[src/rtl/mdu_seq.sv]
// ---------------------------------------------------------------------------
// mdu_seq : iterative W-bit multiply/divide unit with HI/LO registers
// Rev 1.0 : shift-add multiply, restoring divide, MTHI/MTLO writes
// ---------------------------------------------------------------------------
`default_nettype none

module mdu_seq #(
  parameter int W = 32
) (
  input  logic         clk,
  input  logic         rst,
  input  logic         start,
  input  logic [1:0]   op,
  input  logic [W-1:0] a,
  input  logic [W-1:0] b,
  input  logic         hi_we,
  input  logic         lo_we,
  input  logic [W-1:0] wdata,
  output logic         busy,
  output logic         done,
  output logic         div_by_zero,
  output logic [W-1:0] hi,
  output logic [W-1:0] lo
);

  localparam int CW = $clog2(W + 1);
  localparam logic [1:0] S_IDLE = 2'd0;
  localparam logic [1:0] S_CALC = 2'd1;
  localparam logic [1:0] S_FIX  = 2'd2;

  logic [1:0]     state, next_state;
  logic [1:0]     op_q;
  logic [W-1:0]   ma, mb;
  logic           neg_q, neg_r, bz;
  logic [2*W-1:0] acc;
  logic [W-1:0]   rem;
  logic [CW-1:0]  cnt;

  logic           is_signed;
  logic [W-1:0]   a_abs, b_abs;
  logic [W:0]     sum, trial, diff;
  logic [2*W-1:0] prod_fix;
  logic [W-1:0]   quo_fix, rem_fix;
  logic           busy_d, done_d, dbz_d;

  assign is_signed = op[0];
  assign a_abs     = (is_signed && a[W-1]) ? -a : a;
  assign b_abs     = (is_signed && b[W-1]) ? -b : b;

  assign sum   = {1'b0, acc[2*W-1:W]} + (mb[0] ? {1'b0, ma} : {(W+1){1'b0}});
  assign trial = {rem, ma[W-1]};
  // The partial remainder stays below the divisor, so bit W of the
  // difference is set exactly when the trial subtraction borrows.
  assign diff  = trial - {1'b0, mb};

  assign prod_fix = neg_q ? -acc : acc;
  assign quo_fix  = bz ? {W{1'b1}} : (neg_q ? -ma : ma);
  assign rem_fix  = neg_r ? -rem : rem;

  always_ff @(posedge clk or posedge rst) begin
    if (rst) state <= S_IDLE;
    else     state <= next_state;
  end

  always_comb begin
    next_state = state;
    case (state)
      S_IDLE:  if (start) next_state = S_CALC;
      S_CALC:  if (cnt == CW'(1)) next_state = S_FIX;
      S_FIX:   next_state = S_IDLE;
      default: next_state = S_IDLE;
    endcase
  end

  always_comb begin
    busy_d = (next_state != S_IDLE);
    done_d = (state == S_FIX);
    dbz_d  = (state == S_FIX) && bz && op_q[1];
  end

  always_ff @(posedge clk or posedge rst) begin
    if (rst) begin
      busy        <= 1'b0;
      done        <= 1'b0;
      div_by_zero <= 1'b0;
    end else begin
      busy        <= busy_d;
      done        <= done_d;
      div_by_zero <= dbz_d;
    end
  end

  always_ff @(posedge clk or posedge rst) begin
    if (rst) begin
      op_q  <= 2'b00;
      ma    <= '0;
      mb    <= '0;
      neg_q <= 1'b0;
      neg_r <= 1'b0;
      bz    <= 1'b0;
      acc   <= '0;
      rem   <= '0;
      cnt   <= '0;
      hi    <= '0;
      lo    <= '0;
    end else begin
      case (state)
        S_IDLE: begin
          if (start) begin
            op_q  <= op;
            ma    <= a_abs;
            mb    <= b_abs;
            neg_q <= is_signed & (a[W-1] ^ b[W-1]);
            neg_r <= is_signed & a[W-1];
            bz    <= (b == '0);
            acc   <= '0;
            rem   <= '0;
            cnt   <= CW'(W);
          end else begin
            if (hi_we) hi <= wdata;
            if (lo_we) lo <= wdata;
          end
        end
        S_CALC: begin
          cnt <= cnt - CW'(1);
          if (!op_q[1]) begin
            acc <= {sum, acc[W-1:1]};
            mb  <= mb >> 1;
          end else begin
            rem <= diff[W] ? trial[W-1:0] : diff[W-1:0];
            ma  <= {ma[W-2:0], ~diff[W]};
          end
        end
        S_FIX: begin
          if (!op_q[1]) begin
            hi <= prod_fix[2*W-1:W];
            lo <= prod_fix[W-1:0];
          end else begin
            hi <= rem_fix;
            lo <= quo_fix;
          end
        end
        default: ;
      endcase
    end
  end

endmodule

`default_nettype wire

[config.mk]
export PLATFORM = sky130hd
export DESIGN_NAME = mdu_seq
export DESIGN_NICKNAME = d
export VERILOG_FILES = /design/src/rtl/mdu_seq.sv
export SDC_FILE = /design/constraint.sdc
export NUM_CORES = 1
export LEC_CHECK = 0
export CORE_ASPECT_RATIO = 1.75
export CORE_MARGIN = 10
export CORE_UTILIZATION = 45
export CTS_BUF_LIST = sky130_fd_sc_hd__clkbuf_8
export DETAILED_ROUTE_END_ITERATION = 10
export GPL_ROUTABILITY_DRIVEN = 0
export PLACE_DENSITY_LB_ADDON = 0.15
export SLEW_MARGIN = 15
export SYNTH_ARGS = -nofsm -noshare
export SYNTH_HDL_FRONTEND = slang
export SYNTH_SLANG_ARGS = --single-unit
[constraint.sdc]
create_clock -name clk -period 8.3 [get_ports clk]
set_input_delay 1.66 -clock clk [delete_from_list [all_inputs] [get_ports clk]]
set_output_delay 1.66 -clock clk [all_outputs]
set_load 0.005 [all_outputs]
Word level (Yosys, flattened, before mapping)

Index checks and enable logic that the tools add are counted.

Add/subtract/negate cells: 8
Equality and inequality tests: 9
Muxes and demuxes: 33
Bitwise logic cells: 4
Reductions and logical operators: 15

Operators by type and width:

| kind                                                                  | count |
|---|---|
| 32-bit two-way mux                                                    | 19 |
| 32-bit one-hot mux with 2 select lines                                | 5 |
| 64-bit two-way mux                                                    | 3 |
| 32-bit negation                                                       | 4 |
| 64-bit one-hot mux with 2 select lines                                | 1 |
| 64-bit negation                                                       | 1 |
| 32-bit by 32-bit adder with 33-bit output                             | 1 |
| 33-bit by 32-bit subtractor with 33-bit output                        | 1 |
| 32-bit logical NOT                                                    | 1 |
| 2-bit != test, second input constant                                  | 6 |
| 6-bit one-hot mux with 2 select lines                                 | 1 |
| 3-bit AND reduction                                                   | 4 |
| 6-bit by 1-bit equality test with 1-bit output, second input constant | 1 |
| 6-bit two-way mux                                                     | 1 |
| 2-bit nonzero test                                                    | 3 |
| 6-bit by 1-bit subtractor with 6-bit output, second input constant    | 1 |
| 1-bit logical AND                                                     | 4 |
| 2-bit two-way mux                                                     | 2 |
| 2-bit one-hot mux with 2 select lines                                 | 1 |
| 2-bit AND reduction                                                   | 2 |
| 1-bit bitwise AND                                                     | 2 |
| 2-bit by 1-bit equality test with 1-bit output, second input constant | 1 |
| 2-bit equality test, second input constant                            | 1 |
| 2-bit logical NOT                                                     | 1 |
| 2 further kinds                                                       | 2 |

Flip-flop bits (word level): 240
Word-level logic and storage cells: 84

Logic depth before layout (Yosys ltp)

Gate-level depths: netlist of the first run.

Word-level depth: 5
Mapped depth: 15
Depth with buffers taken out: 14

Worst setup path after synthesis of the first run

Ideal clock, no wire load.

Kind: input to register
From: input port a[0]
To: register ma[24]
Data arrival time: 3.967 ns
Slack: 4.199 ns
Stages on the path: 11
Buffers on the path: 0
Path through: inv_1 ha_1 or3b_2 or4_1 nor3b_1 nand3b_1 o41ai_1 xor2_1 nor2_1 a21oi_1 o21ai_0

Cells in the longest elaborated chain, start to end: 4

RTL lines:

| element                                | line | RTL |
|---|---|---|
| start: declaration                     | 14   | `input logic [W-1:0] a,` |
| 32-bit negation                        | 47   | `assign a_abs = (is_signed && a[W-1]) ? -a : a;` |
| 32-bit two-way mux                     | 47   |  |
| 32-bit two-way mux                     | 109  | `if (start) begin` |
| 32-bit one-hot mux with 2 select lines | 107  | `case (state)` |
| end signal: assignment                 | 111  | `ma <= a_abs;` |
| end signal: assignment                 | 131  | `ma <= {ma[W-2:0], ~diff[W]};` |
| end: declaration                       | 33   | `logic [W-1:0] ma, mb;` |

No other way between the ends. The select of a mux whose other input is x is not followed.
A chain may end at the register's enable or synchronous reset.

Worst setup path in the final report of the first run

From: input port b[4]
To: register mb[25]

Cells in the longest elaborated chain, start to end: 4

RTL lines:

| element                                | line | RTL |
|---|---|---|
| start: declaration                     | 15   | `input logic [W-1:0] b,` |
| 32-bit negation                        | 48   | `assign b_abs = (is_signed && b[W-1]) ? -b : b;` |
| 32-bit two-way mux                     | 48   |  |
| 32-bit two-way mux                     | 109  |  |
| 32-bit one-hot mux with 2 select lines | 107  |  |
| end signal: assignment                 | 112  | `mb <= b_abs;` |
| end signal: assignment                 | 128  | `mb <= mb >> 1;` |
| end: declaration                       | 33   |  |

No other way between the ends. The select of a mux whose other input is x is not followed.

==> impl_results.md, run 1 <==
* Status: finished clean
* Slew headroom at 23.7%
* DRT Pass-1 Iters at 6
* Latest clock arrival within the worst-skew pair at 0.59 ns
* Area Growth Syn to Fin at 16.1%
* Number of buffers and inverters on the critical path at 1
* Syn Nets at about 2,400
* Slowest-stage cell, CP: nor4_1
* Setup crit end kind: flip-flop
* Switching share of power at a little over 50%
* First-pass GRT wire length at 97,000 µm
* Hold depth at 2
* Clock Power Share at 11.6%
* Path depth of the worst reg2reg path at 11
* Power per Cell Area at approximately 460 nW/µm²
* Int Pwr at 4700 µW
* Hold EP: lo[22]$_DFFE_PP0P_
* DIE WIDTH at approximately 170 µm
* Register area share after synthesis at 33.6%
* Worst Skew at 0.0333 ns
* Ys Warns at 0
* Num rows at 96
* Hold Crit Start: lo[22]$_DFFE_PP0P_
* Storage element area at 5980 µm²
* Die Y at 283 µm
* R2r endpoint: hi[19]$_DFFE_PP0P_
* Vias per cell at between 6 and 7
* Hold WC Path Type: flip-flop to flip-flop
* Clk buf depth at 3
* Antenna violations before repair at 1
* Slew @ Worst Pin at 1.14 ns
* Setup Viol. Count Final at 0
* Psw at 4760 µW
* Clk slew on worst S/H paths at approximately 0.060 ns
* DRC viols at 0
* Final hold viol count at 0
* Clock net sink count at 239
* Crit path launch type: input pin
* Fin Setup TNS at 0 ns
* Sequential power share at 25.4%
* Commonest non-fill, non-tap cell in the layout: o21ai_0
* Distinct cells, synth at 70
* CTS tree: built
* Final Non-Filler Cells at about 2,800
* Total track usage at 25.5%
* Lkg Pwr at approximately 0.0088 µW
* Initial Utilization at 45.5%
* Top FF cell, synth: dfrtp_1
* Cell count after synthesis at between 2,000 and 2,500
* CP required at 8.70 ns
* Die area at 48,200 µm²
* Area of the multi-input gates at 11,100 µm²
* Remaining global-route overflow at 0
* Post-synth EDFFs at 0
* DR iter-0 viols at 1,565
* Core box area at 39,200 µm²
* Average size of a mapped cell at approximately 8.0 µm²
* Peak VDD IR at between 200 and 300 µV
* Final wirelength at 63,500 µm
* Crit path time final at 4.50 ns
* CP Cell Sequence: clkdlybuf4s50_1, or3_1, nor4_1, nand3_1, or3_1, o41ai_1, xor2_1, nor2_1, a21oi_1, o21ai_0
* Slowest stage delay, CP at 0.64 ns
* Share of layout cells above drive strength 1 at 5.26%
* Post-route ant nets at 0
* Reg2Reg Launch Point: acc[6]$_DFFE_PP0P_
* CP Launch Point: b[4]
* Hold Buf Count CTS at 0
* Max FO, Critical Path at 5
* Fin nets at approximately 2,500
* CTS root buf: clkbuf_8
* Post-CTS Setup Bufs at 0
* Vias in the first global route at 17,100
* Synthesized area at 17,800 µm²
* RSZ-0062 raised after global routing: false
* CTS resizes at 0
* Cells after DPL at 2,778
* Crit-path most repeated cell: or3_1
* Register bit total from synthesis at between 200 and 250
* Largest net degree at the start of global routing at 181
* Data arrival, critical path at 4.90 ns
* Setup Crit Path Kind: input pin to flip-flop
* Fmax at 0.222 GHz
* Detailed Place HPWL at approximately 48,000 µm
* Comb pwr share at about 63%
* FFs w/ async S/R, synth at 100%
* Fillers at 3,738
* Pins Over Slew Limit at 0
* Top-level I/O count at 170
* Period utilization at between 50% and 60%
* H-Tree Level Count at 2
* Vias at 17,300
* Reg-to-reg slack, setup at 4.00 ns
* Most frequent cells in the layout: o21ai_0 (274), nand2_1 (273), dfrtp_1 (237)
* # port buffers at 169
* Wire per inst at between 20 and 25 µm
* CP delay by family, top: simple AND/OR/NAND/NOR gates
* Cts bufs inserted at 39
* MaxCap Viol Count at 0
==> power by group through the flow <==
stage                     clock (µW)  combinational (µW)  sequential (µW)
after floorplan                    0                4250             2100
after CTS                       1120                5900             2380
after detailed placement           0                5880             2400
after global routing            1170                6560             2460
after global placement             0                5760             2380
final                           1090                5970             2400
==> cell usage after synthesis, drive strengths merged, types with 3 or more instances <==
master	instances	share of area [%]
o31a	3	0.15
a31oi	9	0.32
a21o	28	1.2
nand4	9	0.32
o22ai	35	1.2
a21boi	4	0.17
xnor2	124	6.1
nor2b	9	0.32
nor3	33	0.93
nand2	273	5.8
nor4	15	0.53
xor2	92	4.5
or4	20	0.89
ha	72	5.1
o41ai	28	1.4
a222oi	5	0.28
and3	9	0.32
o31ai	48	2.0
dfrtp	239	34
o21bai	8	0.34
and2	35	1.2
inv	77	1.6
a211oi	18	0.76
a22oi	14	0.59
nand4b	3	0.15
o21a	7	0.30
a22o	39	1.9
a21oi	194	5.5
o21ai	279	7.9
nand3b	3	0.13
or3	46	1.7
nand2b	15	0.53
buf	10	0.27
or2	19	0.68
clkbuf	111	2.3
nand3	32	0.90
o211ai	13	0.55
nor3b	7	0.30
a221oi	9	0.44
mux2i	33	1.9
o221ai	6	0.30
nor2	160	3.4
==> final cells by class <==
cell class,instances,share of cell area [%]
Tap cell,490,2.96
Antenna cell,1,0.0121
Clock buffer,47,3.13
Timing Repair Buffer,192,9.07
Inverter,77,1.43
Clock inverter,23,0.726
Multi-Input combinational cell,1780,53.7
Sequential cell,239,28.9
==> state kept, by name, summed over array words and instances, names as in the netlist <==
name	cells
bz	1
neg_r	1
op_q	1
lo	32
ma	32
busy	1
hi	32
neg_q	1
mb	32
acc	64
cnt	6
div_by_zero	1
done	1
state	2
rem	32
==> per-layer routing <==
layer / global-route usage [%] / part of all wire, %
met2: 43.7 / 49
met4: 18.4 / 7.9
met5: 0 / 0
met3: 4.97 / 6.5
met1: 27.3 / 37
==> logic make-up (layout without fill, tap and decap cells) <==
family          after synthesis  in the layout  share of synthesized area [%]
simple gates                695            695                           18.3
compound gates              761            761                           26.0
other cells                   0              1                              0
fa+ha+maj                    74             74                           5.28
buf+inv                     198            339                           4.24
flops                       239            239                           33.6
mux                          34             34                           1.92
xor+xnor                    216            216                           10.7
==> worst max path at each step <==
stage,endpoint,slack (ns),cells past startpoint
2_1_floorplan,acc[0]$_DFFE_PP0P_,0.08,1
3_3_place_gp,mb[25]$_DFFE_PP0P_,3.36,10
3_5_place_dp,mb[25]$_DFFE_PP0P_,3.27,10
4_1_cts,mb[25]$_DFFE_PP0P_,3.88,10
5_1_grt,ma[29]$_DFFE_PP0P_,3.58,11
6_report,mb[25]$_DFFE_PP0P_,3.80,10
==> per-stage QoR <==
step	cell area (µm²)	hold WS [ns]	power (µW)	util [%]	setup WS, ns
after floorplan	17800	0.452	6350	-	0.0802
after global placement	19900	0.461	8150	50.8	3.36
after detailed placement	19900	0.470	8280	50.8	3.27
after CTS	20700	0.484	9390	52.8	3.88
after global routing	20700	0.502	10200	52.8	3.58
final	20700	0.477	9460	52.8	3.80
==> worst reg2reg max path, delay by kind of cell (launching register included) <==
kind                      cells  cell delay [ns]
buffers and inverters         1             0.23
DFF                           1             0.47
xor gates and xnor gates      1             0.16
AOI/OAI and AO/OA             4             1.11
and+or+nand+nor               5             2.26
No activity file was read; power rests on OpenSTA's default activity.
==> inputs of run 2 (changes only) <==
==> constraint.sdc (replaced) <==
create_clock -name clk -period 4.53 [get_ports clk]
set_input_delay 0.906 -clock clk [delete_from_list [all_inputs] [get_ports clk]]
set_output_delay 0.906 -clock clk [all_outputs]
set_load 0.005 [all_outputs]
==> impl_results.md, run 2 (synthesis results as in run 1) <==
* Setup crit end kind: flip-flop
* Clk buf depth at 3 (unchanged)
* GR Util met2 at 44.9% (+1.1 points)
* Share of layout cells above drive strength 1 at 6.06% (+0.80 points)
* # port buffers at 169 (unchanged)
* CTS tree: built
* Hold Buf Count CTS at 0 (unchanged)
* Fmax at 0.249 GHz
* Antenna violations before repair at 2 (+1)
* Commonest non-fill, non-tap cell in the layout: o21ai_0
* Initial Utilization at 45.5% (unchanged)
* Remaining global-route overflow at 0 (unchanged)
* Status: finished clean
* Worst Skew at 0.0238 ns (-0.00953 ns)
* Detailed Place HPWL at 49,400 µm (+2.9%)
* Most frequent cells in the layout: o21ai_0 (274), nand2_1 (273), dfrtp_1 (237)
* Setup Viol. Count Final at 0 (unchanged)
* Fillers at 3,749 (+0.29%)
* Post-CTS Setup Bufs at 0 (unchanged)
* RSZ-0062 raised after global routing: false
* First-pass GRT wire length at 98,800 µm (+1.9%)
* Total track usage at 26.1% (+0.60 points)
* Die Y at 283 µm (unchanged)
* Fin util at 53.2% (+0.41 points)
* Path depth of the worst reg2reg path at 15 (+4)
* Fin Hold WS at 0.478 ns (+0.000342 ns)
* Wire per inst at 22.5 µm (+1.2%)
* Vias at 17,300 (+0.13%)
* Final Non-Filler Cells at 2,866 (+0.60%)
* Hold WC Path Type: flip-flop to flip-flop
* Met3 usage at 5.35% (+0.38 points)
* Grt peak-use layer: met2
* Area of the multi-input gates at 11,100 µm² (about the same)
* DIE WIDTH at 170 µm (unchanged)
* Setup Crit Path Kind: flip-flop to flip-flop
* Top-level I/O count at 170 (unchanged)
* Cts bufs inserted at 41 (+5.1%)
* Cells after DPL at 2,795 (+0.61%)
* Slew headroom at 24.6% (+0.89 points)
* Die area at 48,200 µm² (unchanged)
* Period utilization at 88.7%
* Peak VDD IR at 491 µV (+79%)
* CTS resizes at 0 (unchanged)
* Slew @ Worst Pin at 1.12 ns (-0.0237 ns)
* Vias in the first global route at 17,000 (-0.16%)
* Post-route ant nets at 0 (unchanged)
* Core box area at 39,200 µm² (unchanged)
* Fin nets at 2,525 (+0.76%)
* Lkg Pwr at 0.00883 µW (+0.83%)
* DRC viols at 0 (unchanged)
* Final wirelength at 64,600 µm (+1.8%)
* DRT Pass-1 Iters at 6 (unchanged)
* Crit path time final at around 4.0 ns
* Area Growth Syn to Fin at 17.1%
* Largest net degree at the start of global routing at 174 (-3.9%)
* Num rows at 96 (unchanged)
* Hold depth at 2 (unchanged)
* Power per Cell Area at 847 nW/µm² (+85%)
* Clock net sink count at 239 (unchanged)
* Reg-to-reg slack, setup at 0.51 ns (-3.49 ns)
* Pins Over Slew Limit at 0 (unchanged)
* Data arrival, critical path at 4.44 ns (-0.46 ns)
* MaxCap Viol Count at 0 (unchanged)
* CP required at 4.95 ns (-3.75 ns)
* Biggest register: acc
* Storage element area at 5980 µm² (unchanged)
* H-Tree Level Count at 2 (unchanged)
* Fin Setup TNS at 0 ns (unchanged)
* CTS root buf: clkbuf_8
* Latest clock arrival within the worst-skew pair at 0.59 ns (about the same)
* DR iter-0 viols at 1,453 (-7.2%)
* Crit path launch type: flip-flop
* Clk slew on worst S/H paths at 0.06 ns (about the same)
* M1 GR Usage at 27.8% (+0.44 points)
* Max FO, Critical Path at 33 (+28)
* Final hold viol count at 0 (unchanged)
* Max reg flops at 64 (unchanged)
* Vias per cell at 6.05 (-0.47%)
run 2: cell count changes in the layout (fill, tap and decap cells not counted), moves of 3 or more:
cell / before / now
inv_1: 88 / 84
buf_12: 1 / 6
clkinvlp_4: 0 / 3
buf_4: 22 / 34
run 2: path summary, 6_finish.rpt:
path                                         start                 end
worst min register to register  lo[18]$_DFFE_PP0P_  lo[18]$_DFFE_PP0P_
worst max-delay path            ma[31]$_DFFE_PP0P_  rem[6]$_DFFE_PP0P_
min in group asynchronous                      rst  acc[6]$_DFFE_PP0P_
worst min-delay path            lo[18]$_DFFE_PP0P_  lo[18]$_DFFE_PP0P_
worst max register to register  ma[31]$_DFFE_PP0P_  rem[6]$_DFFE_PP0P_
max in group asynchronous                      rst   neg_q$_DFFE_PP0P_
run 2: worst max-delay path, stage by stage, from the launching register on:
cell      delay (ns)
dfrtp_1         0.35
inv_1           0.10
ha_1            0.25
fa_1            0.38
nand2b_1        0.19
a21oi_1         0.23
o21ai_0         0.20
nand2_1         0.17
o41ai_1         0.09
buf_4           0.17
o31ai_1         0.45
o221ai_1        0.35
xnor2_4         0.32
buf_12          0.26
mux2i_1         0.23
o21ai_0         0.09
run 2: final cells by class:
type | instances | share of cell area [%]
Multi-Input combinational cell | 1780 | 53.3
Sequential cell | 239 | 28.7
Timing Repair Buffer | 209 | 9.92
Clock buffer | 49 | 3.24
Tap cell | 490 | 2.94
Inverter | 77 | 1.40
Clock inverter | 21 | 0.480
Antenna cell | 1 | 0.0120
run 2: metrics by stage:
| stage | setup WS, ns | power (µW) | area, µm² |
|---|---|---|---|
| final | 0.511 | 17600 | 20800 |
| after global routing | 0.245 | 19000 | 20800 |
| after CTS | 0.558 | 17500 | 20800 |
| after detailed placement | 0.363 | 15500 | 20100 |
| after global placement | 0.476 | 15300 | 20100 |
| after floorplan | 0.490 | 11600 | 17800 |
run 2: layer usage:
layer	share of wire, %	vias up	wire length [µm]
li1	-	8232	-
met2	49	640	31700
met3	6.6	183	4280
met4	8.2	0	5320
met5	0	-	0
met1	36	8280	23300
run 2: where the power goes:
part           switching (µW)  leakage, µW  total (µW)  internal [µW]
registers                1400      0.00304        4470           3070
logic                    6570      0.00535       11200           4670
clock network             959     0.000438        1940            982
==> inputs of run 3 (changes only) <==
--- a/config.mk
+++ b/config.mk
@@ -9,6 +9,7 @@
 export CORE_MARGIN = 10
 export CORE_UTILIZATION = 45
 export CTS_BUF_LIST = sky130_fd_sc_hd__clkbuf_8
+export CTS_CLUSTER_SIZE = 16
 export DETAILED_ROUTE_END_ITERATION = 10
 export GPL_ROUTABILITY_DRIVEN = 0
 export PLACE_DENSITY_LB_ADDON = 0.15
==> results of run 3 <==
Same layout as run 2: the final DEF is identical, and so are final timing and power.
==> patch 1 (config.mk and constraints of run 1) <==
Change the parameter `W` from 32 to 16.
--- a/src/rtl/mdu_seq.sv
+++ b/src/rtl/mdu_seq.sv
@@ -5,7 +5,7 @@
 `default_nettype none
 
 module mdu_seq #(
-  parameter int W = 32
+  parameter int W = 16
 ) (
   input  logic         clk,
   input  logic         rst,
Ports: changed (5 resized); port bits go from 170 to 90. The function was not compared with the original's and may differ.
==> patch 1 against run 1 <==
- cell count decreased by 51%
- wire length decreased by 56%
- global-route usage decreased by 4.7 points
- sequential cell count decreased by 113
- total power decreased by 52%
- worst setup slack improved by 1000 ps
- area after synthesis decreased by 49%
- die area decreased by 45%
- final area decreased by 49%
- clock skew decreased by 17 ps
- critical endpoint is now ma[11]
- critical path depth decreased by 2
- highest routed layer unchanged
==> patch 1: results (changes against run 1) <==
status complete, no violations; first-pass GRT wire length 44250 microns (-54%); reg-to-reg startpoint mb[0]; max reg flops 32 (-50%); routed wl met3 1045 microns (-74%); met2 Track Usage GR 38.41% (-5.3 points); WP data arrival 3880 ps (-1020 ps); Cell Int Power 2.375 mW (-49%); Critical Path End ma[11]; max incr delay on CP 560 ps (-80 ps); flop2flop setup slack 5210 ps (+1210 ps); reg2reg end acc[29]; H-tree depth 4 (+2); Lkg Pwr 4.447 nW (-49%); CTS Buffer Depth 2 (-1); PortBufs 89 (-47%); Setup crit start a[2]; Period minus WS final 3490 ps (-1009 ps); Non-Filler Instances 1403 (-51%); latest clock arrival within the worst-skew pair 490 ps (-100 ps); GR Layer Usage met3 4.218% (-0.75 points); sequential-to-total area share from yosys stat 34.77% (+1.2 points); drt first-iter violations 520 (-67%); vias in the first global route 8282 (-51%); Worst Hold Slack 473.3 ps (-3.907 ps); net count after synthesis 1183 (-51%); most area-consuming cells after synthesis dfrtp_1, o21ai_0, xnor2_1, ha_1, nand2_1; drt wl/cell 19.75 microns (-11%); Placement Setup Slack 4314 ps (+1041 ps)
patch 1: cell types whose count changed in the layout (fill, tap and decap cells not counted), moves of 57 or more:
cell                    run 1  this run
o21ai_0                   274       125
xnor2_1                   123        66
a21oi_1                   194        73
nor2_1                    156        61
clkdlybuf4s50_1           169        89
nand2_1                   273       133
dfrtp_1                   237       126
patch 1: cell type report:
| class | instances | area, sq um | share of cell area [%] |
|---|---|---|---|
| Sequential cell | 126 | 3153 | 29.95 |
| Clock buffer | 18 | 247.7 | 2.353 |
| Clock inverter | 14 | 168.9 | 1.604 |
| Tap cell | 245 | 306.5 | 2.912 |
| Multi-Input combinational cell | 859 | 5529 | 52.52 |
| Timing Repair Buffer | 98 | 958.4 | 9.104 |
| Inverter | 43 | 163.9 | 1.557 |
patch 1: critical path: cells and delay by family:
| kind | cells | cell delay (ps) |
|---|---|---|
| xor+xnor | 1 | 160 |
| compound gates | 2 | 510 |
| buf+inv | 1 | 480 |
| simple gates | 4 | 1070 |
patch 1: power by group through the flow:
stage / clock network [mW] / registers [mW] / logic (mW)
floorplan: 0 / 1.12 / 2.04
global placement: 0 / 1.23 / 2.72
detailed placement: 0 / 1.24 / 2.77
CTS: 0.580 / 1.23 / 2.77
global route: 0.610 / 1.27 / 3.10
finish: 0.575 / 1.23 / 2.77
patch 1: cells by family (layout without fill, tap and decap cells):
group                    after synthesis  in the layout  synth area share, %
AO/OA/AOI/OAI                        368            368                25.78
AND/OR/NAND/NOR                      327            327                17.08
flip-flops                           126            126                34.77
XOR/XNOR                             106            106                10.24
buffers and inverters                101            173                4.360
adder cells (fa/ha/maj)               42             42                5.961
multiplexers                          16             16                1.808
==> patch 2 (flow settings as in run 1) <==
Made on the original files. Make the reset (`rst`) synchronous in 3 clocked blocks.
--- a/src/rtl/mdu_seq.sv
+++ b/src/rtl/mdu_seq.sv
@@ -57,7 +57,7 @@
   assign quo_fix  = bz ? {W{1'b1}} : (neg_q ? -ma : ma);
   assign rem_fix  = neg_r ? -rem : rem;
 
-  always_ff @(posedge clk or posedge rst) begin
+  always_ff @(posedge clk) begin
     if (rst) state <= S_IDLE;
     else     state <= next_state;
   end
@@ -78,7 +78,7 @@
     dbz_d  = (state == S_FIX) && bz && op_q[1];
   end
 
-  always_ff @(posedge clk or posedge rst) begin
+  always_ff @(posedge clk) begin
     if (rst) begin
       busy        <= 1'b0;
       done        <= 1'b0;
@@ -90,7 +90,7 @@
     end
   end
 
-  always_ff @(posedge clk or posedge rst) begin
+  always_ff @(posedge clk) begin
     if (rst) begin
       op_q  <= 2'b00;
       ma    <= '0;
Formal check against the unedited RTL: differs if rst is asserted again (counterexample within 4 cycles, from zero or initial values and one cycle with rst high); with rst held inactive, the same outputs for 4 cycles.
==> patch 2 against run 1 <==
- fmax grew 5.1%
- area after synthesis down 3.9%
- register-to-register slack better by 210 ps
- final area decreased by 3.7%
- critical path depth grew 1
- sequential cell count is the same
- worst setup slack better by 220 ps
- count of clock-buffer cells in the layout rose by 7
- die area fell by 3.5%
- sequential share of layout area decreased by 4.9 points
- synthesized cell count up 1.3%
- wire length up 2.0%
Power is not compared: it rests on default switching activity, and its combinational part moved more than twofold at a synthesized area within 25%.
==> patch 2: results (changes against run 1) <==
Final nets 2511 (+0.20%); n_diodes 2 (+1); Synth async-reset ratio 0% (-100 points); Slowest-stage cell, CP nor4b_1; synth cell count leaders nor2_1, dfxtp_1, nand2_1; dpl cells 2772 (-0.22%); clock network area share 4.265% (+0.41 points); layout cells sized above 1 5.501% (+0.24 points); area of the multi-input gates 0.01157 sq mm (+4.1%); # fillers 3757 (+0.51%); Seq area share 24.03% (-4.9 points); flop2flop setup slack 4210 ps (+210 ps); routed wl met3 2751 microns (-33%); clk_skew 25.49 ps (-7.842 ps); top-count cell post-synth nor2_1; reg-to-reg startpoint mb[0]; M1 WL 22530 microns (-2.9%); Slew HR 24.28% (+0.60 points); final instance area 0.01992 sq mm (-3.7%); drt first-iter violations 1351 (-14%); DR WL met2 33600 microns (+7.8%); Placement Setup Slack 3470 ps (+197.0 ps); Non-clock buffers, area share 9.233% (+0.16 points); vias in the first global route 17029 (-0.25%); max incr delay on CP 730 ps (+90 ps); Synth cell types 79 (+13%); # clk buffers 54 (+15%); Worst Hold Slack 457.6 ps (-19.60 ps); Hold Crit Endpoint neg_q; largest net degree at the start of global routing 99 (-45%); placed cell areas 0.01907 sq mm (-4.1%); via density per instance 6.109 (+0.53%); comb_multi_in 1793 (+0.73%); drt wl/cell 22.75 microns (+2.1%); most area-consuming cells after synthesis dfxtp_1, xnor2_1, nor2_1, ha_1, a21oi_1; sequential-to-total area share from yosys stat 27.96% (-5.6 points); net count after synthesis 2423 (+1.2%); first-pass GRT wire length 98210 microns (+1.2%); status complete, no violations
-- patch 2: changes by cell type after synthesis, sizes merged, moves of 25 or more --
cell	delta
o21ai	-114
dfrtp	-239
dfxtp	+239
nand2	-63
nor2	+95
a311oi	+30
o22ai	-25
a21oi	-31
a211oi	+45
-- patch 2: logic make-up (layout without fill, tap and decap cells) --
group / Yosys count / count (layout) / synth area share, %
AO/OA/AOI/OAI: 726 / 726 / 28.36
XOR/XNOR: 225 / 225 / 11.51
adder cells (fa/ha/maj): 74 / 74 / 5.497
buffers and inverters: 214 / 331 / 4.781
flip-flops: 239 / 239 / 27.96
multiplexers: 27 / 27 / 1.586
other: 0 / 2 / 0
AND/OR/NAND/NOR: 741 / 741 / 20.31
-- patch 2: worst max path at each step --
stage	from	cells after the start	slack (ps)	end
floorplan	b[6]	8	4510	mb[30]
global placement	b[0]	11	3560	mb[30]
detailed placement	b[0]	11	3470	mb[30]
CTS	b[0]	11	4070	mb[30]
global route	b[0]	11	3730	mb[30]
finish	b[0]	11	4020	mb[30]
